**src/rtl/id_stage.sv**
```systemverilog
// RV32I/RV64I decode stage: decodes OP-IMM/OP/LUI/AUIPC and resolves RAW hazards.
// Registers a bundle for EX. Define ID_FORWARD_EN to forward from EX/MEM instead of stalling.

module id_opnd #(
  parameter int XLEN   = 32,
  parameter int REG_AW = 5
) (
  input  logic              i_re,
  input  logic [REG_AW-1:0] i_rs,
  input  logic [XLEN-1:0]   i_rdata,
  input  logic              i_ex_we,
  input  logic              i_ex_is_load,
  input  logic [REG_AW-1:0] i_ex_waddr,
  input  logic [XLEN-1:0]   i_ex_wdata,
  input  logic              i_mem_we,
  input  logic [REG_AW-1:0] i_mem_waddr,
  input  logic [XLEN-1:0]   i_mem_wdata,
  output logic [XLEN-1:0]   o_val,
  output logic              o_stall
);
  logic w_live, w_ex_hit, w_mem_hit;
  assign w_live    = i_re & (i_rs != '0);
  assign w_ex_hit  = w_live & i_ex_we & (i_ex_waddr == i_rs);
  assign w_mem_hit = w_live & i_mem_we & (i_mem_waddr == i_rs);

`ifdef ID_FORWARD_EN
  // EX is younger than MEM, so its value takes priority.
  always_comb begin
    o_val = i_rdata;
    if (!w_live)       o_val = '0;
    else if (w_ex_hit) o_val = i_ex_wdata;
    else if (w_mem_hit) o_val = i_mem_wdata;
  end
  assign o_stall = w_ex_hit & i_ex_is_load;
`else
  logic w_unused;
  assign w_unused = ^{i_ex_is_load, i_ex_wdata, i_mem_wdata};
  assign o_val    = w_live ? i_rdata : '0;
  assign o_stall  = w_ex_hit | w_mem_hit;
`endif
endmodule

module id_stage #(
  parameter int XLEN     = 32,
  parameter int REG_AW   = 5,
  parameter int ALUSEL_W = 3,
  parameter int ALUOP_W  = 8
) (
  input  logic                i_clk,
  input  logic                i_rst,
  input  logic                i_if_valid,
  output logic                o_if_ready,
  input  logic [XLEN-1:0]     i_if_pc,
  input  logic [31:0]         i_if_inst,
  output logic                o_re1,
  output logic                o_re2,
  output logic [REG_AW-1:0]   o_raddr1,
  output logic [REG_AW-1:0]   o_raddr2,
  input  logic [XLEN-1:0]     i_rdata1,
  input  logic [XLEN-1:0]     i_rdata2,
  input  logic                i_ex_we,
  input  logic                i_ex_is_load,
  input  logic [REG_AW-1:0]   i_ex_waddr,
  input  logic [XLEN-1:0]     i_ex_wdata,
  input  logic                i_mem_we,
  input  logic [REG_AW-1:0]   i_mem_waddr,
  input  logic [XLEN-1:0]     i_mem_wdata,
  input  logic                i_flush,
  output logic                o_id_valid,
  input  logic                i_ex_ready,
  output logic [ALUSEL_W-1:0] o_id_alusel,
  output logic [ALUOP_W-1:0]  o_id_aluop,
  output logic                o_id_we,
  output logic [REG_AW-1:0]   o_id_waddr,
  output logic [XLEN-1:0]     o_id_opv1,
  output logic [XLEN-1:0]     o_id_opv2,
  output logic [XLEN-1:0]     o_id_pc,
  output logic                o_id_illegal
);
  localparam logic [ALUSEL_W-1:0] EXE_RES_NOP   = 3'b000;
  localparam logic [ALUSEL_W-1:0] EXE_RES_LOGIC = 3'b001;
  localparam logic [ALUSEL_W-1:0] EXE_RES_SHIFT = 3'b010;
  localparam logic [ALUSEL_W-1:0] EXE_RES_ARITH = 3'b100;

  localparam logic [ALUOP_W-1:0] EXE_NOP_OP  = 8'h00;
  localparam logic [ALUOP_W-1:0] EXE_SRL_OP  = 8'h02;
  localparam logic [ALUOP_W-1:0] EXE_SRA_OP  = 8'h03;
  localparam logic [ALUOP_W-1:0] EXE_ADD_OP  = 8'h20;
  localparam logic [ALUOP_W-1:0] EXE_SUB_OP  = 8'h22;
  localparam logic [ALUOP_W-1:0] EXE_AND_OP  = 8'h24;
  localparam logic [ALUOP_W-1:0] EXE_OR_OP   = 8'h25;
  localparam logic [ALUOP_W-1:0] EXE_XOR_OP  = 8'h26;
  localparam logic [ALUOP_W-1:0] EXE_SLT_OP  = 8'h2a;
  localparam logic [ALUOP_W-1:0] EXE_SLTU_OP = 8'h2b;
  localparam logic [ALUOP_W-1:0] EXE_SLL_OP  = 8'h7c;

  localparam logic [6:0] OPC_OPIMM = 7'b0010011;
  localparam logic [6:0] OPC_OP    = 7'b0110011;
  localparam logic [6:0] OPC_LUI   = 7'b0110111;
  localparam logic [6:0] OPC_AUIPC = 7'b0010111;

  localparam logic [1:0] SRC1_REG  = 2'd0;
  localparam logic [1:0] SRC1_ZERO = 2'd1;
  localparam logic [1:0] SRC1_PC   = 2'd2;

  logic [6:0] w_opc, w_f7, w_shhi, w_sra_hi;
  logic [2:0] w_f3;
  logic [REG_AW-1:0] w_rd;
  logic [XLEN-1:0] w_iimm, w_uimm, w_shamt;

  assign w_opc = i_if_inst[6:0];
  assign w_f3  = i_if_inst[14:12];
  assign w_f7  = i_if_inst[31:25];
  assign w_rd  = i_if_inst[11:7];
  assign w_iimm = {{(XLEN-12){i_if_inst[31]}}, i_if_inst[31:20]};
  assign w_uimm = {{(XLEN-31){i_if_inst[31]}}, i_if_inst[30:12], 12'b0};
  // RV64 shamt takes bit 25, leaving only inst[31:26] as the funct6 field.
  assign w_shamt  = (XLEN == 64) ? XLEN'(i_if_inst[25:20]) : XLEN'(i_if_inst[24:20]);
  assign w_shhi   = (XLEN == 64) ? {1'b0, i_if_inst[31:26]} : i_if_inst[31:25];
  assign w_sra_hi = (XLEN == 64) ? 7'h10 : 7'h20;

  logic w_illegal, w_re1, w_re2, w_use_imm, w_we;
  logic [1:0] w_src1;
  logic [ALUSEL_W-1:0] w_sel;
  logic [ALUOP_W-1:0] w_op;
  logic [XLEN-1:0] w_imm;

  always_comb begin
    w_illegal = 1'b1;
    w_re1     = 1'b0;
    w_re2     = 1'b0;
    w_use_imm = 1'b0;
    w_src1    = SRC1_ZERO;
    w_sel     = EXE_RES_NOP;
    w_op      = EXE_NOP_OP;
    w_imm     = '0;
    case (w_opc)
      OPC_OPIMM: begin
        w_illegal = 1'b0;
        w_re1     = 1'b1;
        w_use_imm = 1'b1;
        w_src1    = SRC1_REG;
        w_imm     = w_iimm;
        case (w_f3)
          3'b000: begin w_sel = EXE_RES_ARITH; w_op = EXE_ADD_OP;  end
          3'b010: begin w_sel = EXE_RES_ARITH; w_op = EXE_SLT_OP;  end
          3'b011: begin w_sel = EXE_RES_ARITH; w_op = EXE_SLTU_OP; end
          3'b100: begin w_sel = EXE_RES_LOGIC; w_op = EXE_XOR_OP;  end
          3'b110: begin w_sel = EXE_RES_LOGIC; w_op = EXE_OR_OP;   end
          3'b111: begin w_sel = EXE_RES_LOGIC; w_op = EXE_AND_OP;  end
          3'b001: begin
            w_sel = EXE_RES_SHIFT; w_op = EXE_SLL_OP; w_imm = w_shamt;
            w_illegal = (w_shhi != 7'h00);
          end
          default: begin
            w_sel = EXE_RES_SHIFT; w_imm = w_shamt;
            w_op  = (w_shhi == w_sra_hi) ? EXE_SRA_OP : EXE_SRL_OP;
            w_illegal = (w_shhi != 7'h00) && (w_shhi != w_sra_hi);
          end
        endcase
      end
      OPC_OP: begin
        w_re1  = 1'b1;
        w_re2  = 1'b1;
        w_src1 = SRC1_REG;
        w_illegal = !((w_f7 == 7'h00) ||
                      (w_f7 == 7'h20 && (w_f3 == 3'b000 || w_f3 == 3'b101)));
        case (w_f3)
          3'b000: begin w_sel = EXE_RES_ARITH; w_op = w_f7[5] ? EXE_SUB_OP : EXE_ADD_OP; end
          3'b001: begin w_sel = EXE_RES_SHIFT; w_op = EXE_SLL_OP;  end
          3'b010: begin w_sel = EXE_RES_ARITH; w_op = EXE_SLT_OP;  end
          3'b011: begin w_sel = EXE_RES_ARITH; w_op = EXE_SLTU_OP; end
          3'b100: begin w_sel = EXE_RES_LOGIC; w_op = EXE_XOR_OP;  end
          3'b101: begin w_sel = EXE_RES_SHIFT; w_op = w_f7[5] ? EXE_SRA_OP : EXE_SRL_OP; end
          3'b110: begin w_sel = EXE_RES_LOGIC; w_op = EXE_OR_OP;   end
          default: begin w_sel = EXE_RES_LOGIC; w_op = EXE_AND_OP; end
        endcase
      end
      OPC_LUI, OPC_AUIPC: begin
        w_illegal = 1'b0;
        w_use_imm = 1'b1;
        w_src1    = (w_opc == OPC_AUIPC) ? SRC1_PC : SRC1_ZERO;
        w_imm     = w_uimm;
        w_sel     = EXE_RES_ARITH;
        w_op      = EXE_ADD_OP;
      end
      default: ;
    endcase
    if (w_illegal) begin
      w_re1     = 1'b0;
      w_re2     = 1'b0;
      w_use_imm = 1'b0;
      w_src1    = SRC1_ZERO;
      w_sel     = EXE_RES_NOP;
      w_op      = EXE_NOP_OP;
      w_imm     = '0;
    end
  end

  assign w_we = !w_illegal && (w_rd != '0);

  logic [1:0]             w_re, w_stall;
  logic [1:0][REG_AW-1:0] w_rs;
  logic [1:0][XLEN-1:0]   w_rdata, w_val;

  assign w_re    = {w_re2, w_re1};
  assign w_rs    = {i_if_inst[24:20], i_if_inst[19:15]};
  assign w_rdata = {i_rdata2, i_rdata1};

  for (genvar g = 0; g < 2; g++) begin : g_opnd
    id_opnd #(.XLEN(XLEN), .REG_AW(REG_AW)) u_opnd (
      .i_re        (w_re[g]),
      .i_rs        (w_rs[g]),
      .i_rdata     (w_rdata[g]),
      .i_ex_we     (i_ex_we),
      .i_ex_is_load(i_ex_is_load),
      .i_ex_waddr  (i_ex_waddr),
      .i_ex_wdata  (i_ex_wdata),
      .i_mem_we    (i_mem_we),
      .i_mem_waddr (i_mem_waddr),
      .i_mem_wdata (i_mem_wdata),
      .o_val       (w_val[g]),
      .o_stall     (w_stall[g])
    );
  end

  logic [XLEN-1:0] w_opv1, w_opv2;
  always_comb begin
    w_opv1 = '0;
    case (w_src1)
      SRC1_REG: w_opv1 = w_val[0];
      SRC1_PC:  w_opv1 = i_if_pc;
      default:  w_opv1 = '0;
    endcase
  end
  assign w_opv2 = w_use_imm ? w_imm : w_val[1];

  logic r_id_valid, w_stall_any, w_accept;
  assign w_stall_any = i_if_valid & (|w_stall);
  assign o_if_ready  = !w_stall_any & (!r_id_valid | i_ex_ready);
  assign w_accept    = i_if_valid & o_if_ready & !i_flush;

  assign o_re1    = w_re1;
  assign o_re2    = w_re2;
  assign o_raddr1 = w_rs[0];
  assign o_raddr2 = w_rs[1];

  logic [ALUSEL_W-1:0] r_alusel;
  logic [ALUOP_W-1:0]  r_aluop;
  logic                r_we, r_illegal;
  logic [REG_AW-1:0]   r_waddr;
  logic [XLEN-1:0]     r_opv1, r_opv2, r_pc;

  always_ff @(posedge i_clk or posedge i_rst) begin
    if (i_rst) begin
      r_id_valid <= 1'b0;
      r_alusel   <= '0;
      r_aluop    <= '0;
      r_we       <= 1'b0;
      r_waddr    <= '0;
      r_opv1     <= '0;
      r_opv2     <= '0;
      r_pc       <= '0;
      r_illegal  <= 1'b0;
    end else if (i_flush) begin
      r_id_valid <= 1'b0;
      r_alusel   <= '0;
      r_aluop    <= '0;
      r_we       <= 1'b0;
      r_waddr    <= '0;
      r_opv1     <= '0;
      r_opv2     <= '0;
      r_pc       <= '0;
      r_illegal  <= 1'b0;
    end else if (w_accept) begin
      r_id_valid <= 1'b1;
      r_alusel   <= w_sel;
      r_aluop    <= w_op;
      r_we       <= w_we;
      r_waddr    <= w_rd;
      r_opv1     <= w_opv1;
      r_opv2     <= w_opv2;
      r_pc       <= i_if_pc;
      r_illegal  <= w_illegal;
    end else if (i_ex_ready) begin
      // Drained or stalled: present a bubble, data left as-is.
      r_id_valid <= 1'b0;
    end
  end

  assign o_id_valid   = r_id_valid;
  assign o_id_alusel  = r_alusel;
  assign o_id_aluop   = r_aluop;
  assign o_id_we      = r_we;
  assign o_id_waddr   = r_waddr;
  assign o_id_opv1    = r_opv1;
  assign o_id_opv2    = r_opv2;
  assign o_id_pc      = r_pc;
  assign o_id_illegal = r_illegal;
endmodule
```
**config.mk**
```make
export PLATFORM = sky130hd
export DESIGN_NAME = id_stage
export DESIGN_NICKNAME = d
export VERILOG_FILES = /design/src/rtl/id_stage.sv
export SDC_FILE = /design/constraint.sdc
export NUM_CORES = 1
export LEC_CHECK = 0
export CAP_MARGIN = 20
export CORE_MARGIN = 10
export CORE_UTILIZATION = 38
export CTS_BUF_LIST = sky130_fd_sc_hd__clkbuf_4 sky130_fd_sc_hd__clkbuf_8 sky130_fd_sc_hd__clkbuf_16
export DETAILED_ROUTE_END_ITERATION = 10
export GPL_ROUTABILITY_DRIVEN = 0
export GPL_TIMING_DRIVEN = 0
export MAX_ROUTING_LAYER = met4
export PLACE_DENSITY = 0.87
export SLEW_MARGIN = 20
export SYNTH_ARGS = -nofsm -noshare
export SYNTH_HDL_FRONTEND = slang
export SYNTH_SLANG_ARGS = --single-unit
```
**constraint.sdc**
```tcl
create_clock -name i_clk -period 3.9 [get_ports i_clk]
set_input_delay 0.39 -clock i_clk [delete_from_list [all_inputs] [get_ports i_clk]]
set_output_delay 0.39 -clock i_clk [all_outputs]
set_load 0.01 [all_outputs]
```
==> results.json, run 1 <==
{
  "outcome": "finished clean",
  "whs_ns": 0.378,
  "path_cells": "clkdlybuf4s50_1, nor4_1, nand3_1, a21oi_1, o31a_1, nand3_1, and2_1, clkdlybuf4s50_1",
  "yosys_register_bits": 113,
  "fin_setup_tns_ns": 0,
  "crit_path_max_fanout": 5,
  "root_buffer": "clkbuf_16",
  "combPwrFrac_pct": 17.1,
  "cts_tree": "built",
  "syn_area_per_cell_um2": 8.94,
  "vias": 6219,
  "max_slew_margin_pct": 29.5,
  "cts_max_path_buffers": 2,
  "intPower_mw": 2.73,
  "drtIter0Drc": 462,
  "synthToLayoutAreaGrowth_pct": 63.1,
  "vias_per_cell": 5.51,
  "seq_power_share_pct": 34.7,
  "synthCells": 641,
  "cellPowerDensity_mw_per_mm2": 386,
  "rsz0062_at_grt": "false",
  "nets": 1140,
  "ys_seq_area_share_pct": 49.4,
  "htree_levels": 4,
  "async_flop_share_pct": 100,
  "finalCritPeriodShare_pct": 93.5,
  "ant_nets": 0,
  "fmax_ghz": 0.274,
  "drt-total-wl_mm": 24.1,
  "place_inst": 1095,
  "cp_slowest_cell": "nor4_1",
  "cp.required_ns": 3.51,
  "path_clk_slew_ns": 0.06,
  "core_mm2": 0.0146,
  "antenna_found_initial": 1,
  "crit_arrival_ns": 3.26,
  "criticalPathCategory": "in -> out",
  "swShare_pct": 24.5,
  "tightest_slew_ns": 1.05,
  "power_switching_uw": 883,
  "grt_pass1_vias": 6269,
  "layout-drive-gt1-share_pct": 8.17,
  "cp-start-kind": "primary input",
  "insertion_delay_ns": 0.41,
  "ys_warn_count": 0,
  "cts_resized": 0,
  "irDropWorstVdd_mv": 0.417,
  "drv_cap": 0,
  "row_count": 44,
  "final-setup-viol-count": 0,
  "layout_min_cycle_time_ns": 3.65,
  "drv_slew": 0,
  "finalClockSkew_ns": 0.00692,
  "synth_edf_count": 0,
  "reg2reg_slack_ns": 2.14,
  "mappedNetlistArea_mm2": 0.00573,
  "fp.dieArea_mm2": 0.0204,
  "initial_core_util_pct": 39.1,
  "clock_sinks": 113,
  "place_area_mm2": 0.00868,
  "fin_cells": 1128,
  "hold_viol": 0,
  "fin_area_mm2": 0.00934,
  "drc": 0,
  "die_width_um": 143,
  "critPathMaxStageDelay_ns": 0.60,
  "grt_max_degree": 66,
  "numCtsBuffers": 17,
  "crit_path_end_kind": "output pin",
  "synth-main-ff-cell": "dfrtp_1",
  "power.leakage_nw": 3.78,
  "dpl.hpwl_mm": 18.2,
  "grt_pass1_wl_mm": 35.9,
  "io_pins": 338,
  "dieHeight_um": 143,
  "io_buffers": 269,
  "min-delay-path-class": "in -> async",
  "grt_overflow": 0,
  "grt_use_total_pct": 23.4,
  "synthDistinctLibCells": 47,
  "drtPass1Iterations": 6,
  "cts_setup_buffers": 0,
  "synth.net_count": 851,
  "utilization_pct": 63.8,
  "wire_per_inst_um": 21.3,
  "holdBufCountCts": 0,
  "clockPowerShare_pct": 48.3
}
==> cell type report <==
cell class | count | area [um^2]
Clock inverter | 10 | 181
Fill cell | 1173 | 5300
Timing Repair Buffer | 270 | 2720
Buffer | 66 | 354
Clock buffer | 22 | 475
Multi-Input combinational cell | 457 | 2530
Sequential cell | 113 | 2830
Tap cell | 184 | 230
Antenna cell | 1 | 2.50
Inverter | 5 | 23.8
==> cell usage after synthesis (2+ instances only) <==
cell type / number / share of area [%]
xnor2_1: 21 / 3.2
a211o_1: 19 / 2.9
or4_1: 2 / 0.26
a22oi_1: 2 / 0.26
nand2_1: 126 / 8.3
nor2_1: 51 / 3.3
buf_1: 2 / 0.13
buf_4: 20 / 2.6
o22ai_1: 3 / 0.33
o21ai_0: 4 / 0.35
a21oi_1: 82 / 7.2
and3_1: 3 / 0.33
nor2_2: 2 / 0.22
o2bb2ai_1: 7 / 1.1
buf_6: 2 / 0.39
clkbuf_1: 29 / 1.9
nand4_1: 5 / 0.55
a22o_1: 4 / 0.61
a221oi_1: 43 / 6.6
nor3_1: 50 / 4.4
nand2b_1: 2 / 0.22
dfrtp_1: 113 / 49
o21a_1: 2 / 0.26
nor3_2: 2 / 0.35
and2_1: 4 / 0.44
nor4_1: 2 / 0.22
buf_2: 13 / 1.1
nand3_1: 4 / 0.35
inv_1: 4 / 0.26
==> layer usage <==
| layer | wire, um | track usage (%) | vias to the layer above |
|---|---|---|---|
| met5 | 0 | - | - |
| met4 | 879 | 9.55 | 0 |
| met3 | 1850 | 5.64 | 57 |
| met2 | 11500 | 36.8 | 316 |
| met1 | 9810 | 28.4 | 2992 |
| li1 | - | - | 2854 |
==> cells in the final DEF, fill, tap and decap left out, types with 3 or more instances in the layout <==
cell             instances
and3_1                   3
bufinv_16                5
clkbuf_16               17
buf_4                   20
clkdlybuf4s50_1        269
dfrtp_1                113
nor3_1                  50
nor2_1                  51
nand2_1                126
a22o_1                   4
clkinv_2                 3
o21ai_0                  4
clkbuf_1                29
nand3_1                  4
and2_1                   4
buf_2                   13
nand4_1                  5
a21oi_1                 82
xnor2_1                 21
a221oi_1                43
clkbuf_4                 3
inv_1                    3
a211o_1                 19
o22ai_1                  3
o2bb2ai_1                7
==> registers in the layout, indices dropped and copies added, names as in the netlist <==
| signal | flops |
|---|---|
| o_id_opv1 | 32 |
| o_id_waddr | 5 |
| o_id_alusel | 3 |
| o_id_illegal | 1 |
| o_id_opv2 | 32 |
| o_id_valid | 1 |
| o_id_pc | 32 |
| o_id_aluop | 6 |
| o_id_we | 1 |
==> through the flow <==
step / setup slack, ns / power [mW]
2_1_floorplan: 0.523 / 1.51
3_3_place_gp: -1.18 / 1.87
3_5_place_dp: 0.432 / 1.88
4_1_cts: 0.384 / 3.63
5_1_grt: 0.113 / 3.71
6_report: 0.255 / 3.61
==> logic make-up (layout without fill, tap and decap cells) <==
logic type,Yosys count,after routing,synth area share [%]
AOI/OAI and AO/OA,176,176,21.1
xor gates and xnor gates,22,22,3.36
buffers and inverters,71,373,6.51
DFF,113,113,49.4
other,1,2,0.0655
and+or+nand+nor,258,258,19.6
==> worst max-delay path, delay by kind of cell <==
| family | cells | cell delay [ns] |
|---|---|---|
| buf+inv | 2 | 0.97 |
| compound gates | 2 | 0.73 |
| simple gates | 4 | 1.14 |
==> power groups by stage <==
stage               Combinational [mW]  Clock [mW]  Sequential [mW]
finish                           0.616        1.74             1.25
global route                     0.662        1.80             1.26
CTS                              0.618        1.76             1.25
detailed placement               0.611           0             1.27
global placement                 0.598           0             1.27
floorplan                        0.219           0             1.29
==> final timing paths <==
path,endpoint,cells past startpoint,startpoint
worst min register to register,o_id_alusel[1],1,o_id_alusel[1]
worst max register to register,o_id_opv1[30],7,o_id_valid
min in group i_clk,o_id_aluop[3],3,i_if_inst[13]
max in group asynchronous,o_id_opv2[7],3,i_rst
worst max-delay path,o_if_ready,8,i_if_inst[25]
worst min-delay path,o_id_opv1[7],2,i_rst
Power figures use the tool's default switching activity.
==> inputs of run 2 (changes only) <==
--- a/config.mk
+++ b/config.mk
@@ -8,12 +8,13 @@
 export CAP_MARGIN = 20
 export CORE_MARGIN = 10
 export CORE_UTILIZATION = 38
-export CTS_BUF_LIST = sky130_fd_sc_hd__clkbuf_4 sky130_fd_sc_hd__clkbuf_8 sky130_fd_sc_hd__clkbuf_16
+export CTS_BUF_LIST = sky130_fd_sc_hd__clkbuf_16
 export DETAILED_ROUTE_END_ITERATION = 10
 export GPL_ROUTABILITY_DRIVEN = 0
 export GPL_TIMING_DRIVEN = 0
 export MAX_ROUTING_LAYER = met4
 export PLACE_DENSITY = 0.87
+export SKIP_CTS_REPAIR_TIMING = 1
 export SLEW_MARGIN = 20
 export SYNTH_ARGS = -nofsm -noshare
 export SYNTH_HDL_FRONTEND = slang
==> run 2 against run 1 <==
Effect of this change:
- clock-buffer cell count decreased by 5
- routed wire length shrank 0.80%
- combinational power about the same
- non-clock buffer count unchanged
- sequential power hardly changed
- hold slack better by 0.0070 ns
==> results.json, run 2 (synthesis gave the netlist of run 1 again) <==
{
  "path_clk_slew_ns": 0.06,
  "nets": 1140,
  "vias_per_cell": 5.50,
  "numCtsBuffers": 17,
  "clock_sinks": 113,
  "max_slew_margin_pct": 28.5,
  "grt_max_degree": 66,
  "insertion_delay_ns": 0.42,
  "layout_min_cycle_time_ns": 3.60,
  "core_mm2": 0.0146,
  "io_buffers": 269,
  "die_width_um": 143,
  "multi_input_comb_area_mm2": 0.00253,
  "drtIter0Drc": 516,
  "tightest_slew_ns": 1.06,
  "drtPass1Iterations": 8,
  "power.leakage_nw": 3.77,
  "criticalPathCategory": "in -> out",
  "irDropWorstVdd_mv": 0.421,
  "fin_area_mm2": 0.00931,
  "crit_arrival_ns": 3.21,
  "wire_per_inst_um": 21.2,
  "cp.required_ns": 3.51,
  "dpl.hpwl_mm": 18.2,
  "fmax_ghz": 0.278,
  "ant_nets": 0,
  "layout-drive-gt1-share_pct": 7.64,
  "finalCritPeriodShare_pct": 92.3,
  "row_count": 44,
  "io_pins": 338,
  "crit_path_max_fanout": 5,
  "grt_pass1_vias": 6237,
  "grt_pass1_wl_mm": 35.5,
  "grt_use_met1_pct": 28.3,
  "hold_viol": 0,
  "ff_latch_area_mm2": 0.00283,
  "cts_max_path_buffers": 2,
  "outcome": "finished clean",
  "final-setup-viol-count": 0,
  "finalClockSkew_ns": 0.00658,
  "crit_path_end_kind": "output pin",
  "dieHeight_um": 143,
  "drv_slew": 0,
  "drv_cap": 0,
  "drc": 0,
  "cellPowerDensity_mw_per_mm2": 380,
  "met2_usage_pct": 35.7,
  "p_total_mw": 3.54,
  "antenna_found_initial": 1,
  "root_buffer": "clkbuf_16",
  "initial_core_util_pct": 39.1,
  "vias": 6205,
  "grt_overflow": 0,
  "use_met3_pct": 5.70,
  "cts_tree": "built",
  "rsz0062_at_grt": "false",
  "place_area_mm2": 0.00868,
  "grt_use_total_pct": 23.1,
  "cp-start-kind": "primary input",
  "mostFrequentLayoutCells": "269 x clkdlybuf4s50_1, 126 x nand2_1, 113 x dfrtp_1, 82 x a21oi_1, 51 x nor2_1",
  "top_usage_layer": "met2",
  "drt-total-wl_mm": 23.9,
  "htree_levels": 4,
  "final_common_cell": "clkdlybuf4s50_1",
  "nFillCells": 1191,
  "synthToLayoutAreaGrowth_pct": 62.6,
  "min-delay-path-class": "in -> async",
  "fp.dieArea_mm2": 0.0204
}
## run 2: cell count changes in the layout (fill, tap and decap cells not counted)
cell	delta
clkbuf_8	-2
inv_1	+3
clkbuf_4	-3
clkinv_1	+2
## run 2: area by class of cell
class / instances / area share (%)
clock inverter: 15 / 2.15
antenna: 1 / 0.0269
inverter: 5 / 0.255
clock buffer: 17 / 4.57
timing repair buffer: 270 / 29.2
tap: 184 / 2.47
buffer: 66 / 3.80
multi-input combinational: 457 / 27.1
sequential: 113 / 30.4
## run 2: critical path, stage by stage
cell and delay, ns:
clkdlybuf4s50_1 0.47, nor4_1 0.59, nand3_1 0.25, a21oi_1 0.43
o31a_1 0.31, and3_1 0.22, clkdlybuf4s50_1 0.55
## run 2: report_power, final
group / switching (mW) / internal [mW]
Combinational: 0.297 / 0.318
Clock: 0.553 / 1.12
Sequential: 0.0275 / 1.22
Total: 0.877 / 2.66
## run 2: routing by layer
layer	part of all wire, %	vias to the layer above
met5	0	-
met4	3.8	0
met3	7.9	57
met2	47	297
met1	41	3001
li1	-	2850
## run 2: worst paths after layout
kind,cells after the start,end,startpoint,slack [ns]
min in group i_clk,3,o_id_aluop[3],i_if_inst[13],0.44
max in group asynchronous,3,o_id_opv2[7],i_rst,2.83
max,7,o_re2,i_if_inst[25],0.30
min,2,o_id_opv1[7],i_rst,0.38
min reg2reg,1,o_id_alusel[1],o_id_alusel[1],0.49
max reg2reg,7,o_id_opv1[30],o_id_valid,2.14
## run 2: per-stage QoR
step                      cells  util, %  hold slack [ns]  setup slack (ns)  setup TNS (ns)
after floorplan             641        -            0.521             0.523               0
after global placement     1094     59.1            0.485             -1.18         -132.66
after detailed placement   1095     59.3            0.473             0.432               0
after CTS                  1127     63.6            0.400             0.415               0
after global routing       1128     63.6            0.417             0.133               0
final                      1128     63.6            0.385             0.299               0
==> inputs of run 3 (changes only) <==
--- a/config.mk
+++ b/config.mk
@@ -6,14 +6,14 @@
 export NUM_CORES = 1
 export LEC_CHECK = 0
 export CAP_MARGIN = 20
-export CORE_MARGIN = 10
-export CORE_UTILIZATION = 38
+export CORE_AREA = 3 3 131 133
 export CTS_BUF_LIST = sky130_fd_sc_hd__clkbuf_16
 export DETAILED_ROUTE_END_ITERATION = 10
+export DIE_AREA = 0 0 134 136
 export GPL_ROUTABILITY_DRIVEN = 0
 export GPL_TIMING_DRIVEN = 0
 export MAX_ROUTING_LAYER = met4
-export PLACE_DENSITY = 0.87
+export PLACE_DENSITY = 0.82
 export SKIP_CTS_REPAIR_TIMING = 1
 export SLEW_MARGIN = 20
 export SYNTH_ARGS = -nofsm -noshare
==> run 3 against run 2 <==
Effect of this change:
- worst setup slack gained 0.0079 ns
- core utilization shrank 5.5 points
- clock power shrank 15%
- critical path depth grew 1
- sequential power is essentially flat
- fmax grew 0.22%
- die area shrank 11%
- hold slack lost 0.027 ns
- cell count grew 2.5%
- via count is essentially flat
- design area shrank 0.59%
- register-to-register slack lost 0.05 ns
- largest power group unchanged
==> results.json, run 3 (synthesis gave the netlist of run 1 again) <==
{
  "min-delay-path-class": "in -> async",
  "insertion_delay_ns": 0.41,
  "initial_core_util_pct": 35.9,
  "htree_levels": 4,
  "root_buffer": "clkbuf_16",
  "fin_setup_tns_ns": 0,
  "final_common_cell": "clkdlybuf4s50_1",
  "ant_nets": 0,
  "fmax_ghz": 0.278,
  "dpl.hpwl_mm": 16.5,
  "reg2reg_slack_ns": 2.09,
  "fp.dieArea_mm2": 0.0182,
  "drt-total-wl_mm": 22.0,
  "rr_worst_depth": 6,
  "cts_max_path_buffers": 2,
  "grt_pass1_wl_mm": 33.9,
  "nets": 1140,
  "crit_path_max_fanout": 5,
  "rr_endpoint": "o_id_pc[4]",
  "dieHeight_um": 136,
  "max_slew_margin_pct": 28.2,
  "grt_overflow": 0,
  "wire_per_inst_um": 19.0,
  "mostFrequentLayoutCells": "269 x clkdlybuf4s50_1, 126 x nand2_1, 113 x dfrtp_1, 82 x a21oi_1, 51 x nor2_1",
  "grt_use_total_pct": 24.6,
  "critical_path_buf_inv_count": 2,
  "core_mm2": 0.0159,
  "row_count": 46,
  "grt_pass1_vias": 6210,
  "num_antenna_cells": 0,
  "layout_min_cycle_time_ns": 3.59,
  "p_total_mw": 3.28,
  "path_clk_slew_ns": 0.05,
  "finalClockSkew_ns": 0.00718,
  "drtIter0Drc": 631,
  "die_width_um": 134,
  "drc": 0,
  "synthToLayoutAreaGrowth_pct": 61.6,
  "cp.required_ns": 3.51,
  "path_cells": "clkdlybuf4s50_1, nor4_1, nand3_1, a21oi_1, o31a_1, nand3_1, and2_1, clkdlybuf4s50_1",
  "crit_arrival_ns": 3.20,
  "power.leakage_nw": 3.74,
  "vias_per_cell": 5.37,
  "grt_max_degree": 79,
  "crit_path_end_kind": "output pin",
  "critPathMaxStageDelay_ns": 0.58,
  "layout-drive-gt1-share_pct": 7.34,
  "criticalPathCategory": "in -> out",
  "numCtsBuffers": 17,
  "drv_slew": 0,
  "utilization_pct": 58.1,
  "vias": 6202,
  "place_area_mm2": 0.00872,
  "outcome": "finished clean",
  "antenna_found_initial": 0,
  "hold_viol": 0,
  "tightest_slew_ns": 1.07,
  "crit_family": "simple AND/OR/NAND/NOR gates",
  "rsz0062_at_grt": "false",
  "cp-start-kind": "primary input",
  "cp_slowest_cell": "nor4_1",
  "irDropWorstVdd_mv": 0.282,
  "cts_tree": "built",
  "finalCritPeriodShare_pct": 92.1,
  "fin_area_mm2": 0.00926,
  "io_pins": 338,
  "clock_sinks": 113,
  "io_buffers": 269,
  "final-setup-viol-count": 0,
  "cp-startpoint": "i_if_inst[25]",
  "drtPass1Iterations": 8,
  "reg2reg_from": "o_id_valid",
  "cellPowerDensity_mw_per_mm2": 355,
  "drv_cap": 0
}
==> run 3: worst max-delay path by stage <==
stage	slack (ns)	cells past startpoint	to
after global placement	-1.12	2	o_id_opv2[19]
after floorplan	0.52	1	o_id_aluop[0]
after detailed placement	0.41	8	o_if_ready
final	0.31	8	o_if_ready
after CTS	0.40	8	o_if_ready
after global routing	0.16	8	o_if_ready
==> run 3: report_power, final <==
| part | switching (mW) | internal [mW] | leakage, nW | total, mW |
|---|---|---|---|---|
| Clock | 0.512 | 0.909 | 0.284 | 1.42 |
| Combinational | 0.291 | 0.317 | 1.92 | 0.609 |
| Sequential | 0.0272 | 1.22 | 1.53 | 1.25 |
| Total | 0.830 | 2.45 | 3.74 | 3.28 |
==> run 3: per-layer routing <==
metal / up-vias / routed length, um / track usage (%)
met5: - / 0 / -
met4: 0 / 491 / 9.03
met3: 37 / 1630 / 4.89
met2: 321 / 10600 / 38.7
met1: 2994 / 9230 / 31.7
li1: 2850 / - / -
==> run 3: final cells by class <==
type | instances | area (um^2)
Buffer | 66 | 354
Clock buffer | 17 | 425
Clock inverter | 12 | 108
Fill cell | 1423 | 6690
Inverter | 5 | 23.8
Multi-Input combinational cell | 457 | 2530
Sequential cell | 113 | 2830
Tap cell | 216 | 270
Timing Repair Buffer | 270 | 2720
==> run 3: per-stage QoR <==
stage / hold slack, ns / cells / setup slack, ns
5_1_grt: 0.374 / 1156 / 0.158
3_5_place_dp: 0.479 / 1127 / 0.411
2_1_floorplan: 0.521 / 641 / 0.523
3_3_place_gp: 0.480 / 1126 / -1.12
6_report: 0.358 / 1156 / 0.307
4_1_cts: 0.359 / 1156 / 0.398
==> run 3: worst reg2reg max path: stages (launching register included) <==
cell      delay (ns)
dfrtp_1         0.37
nand2b_1        0.12
nand2_1         0.12
a21oi_4         0.37
clkbuf_1        0.46
nand2_1         0.13
a21oi_1         0.15
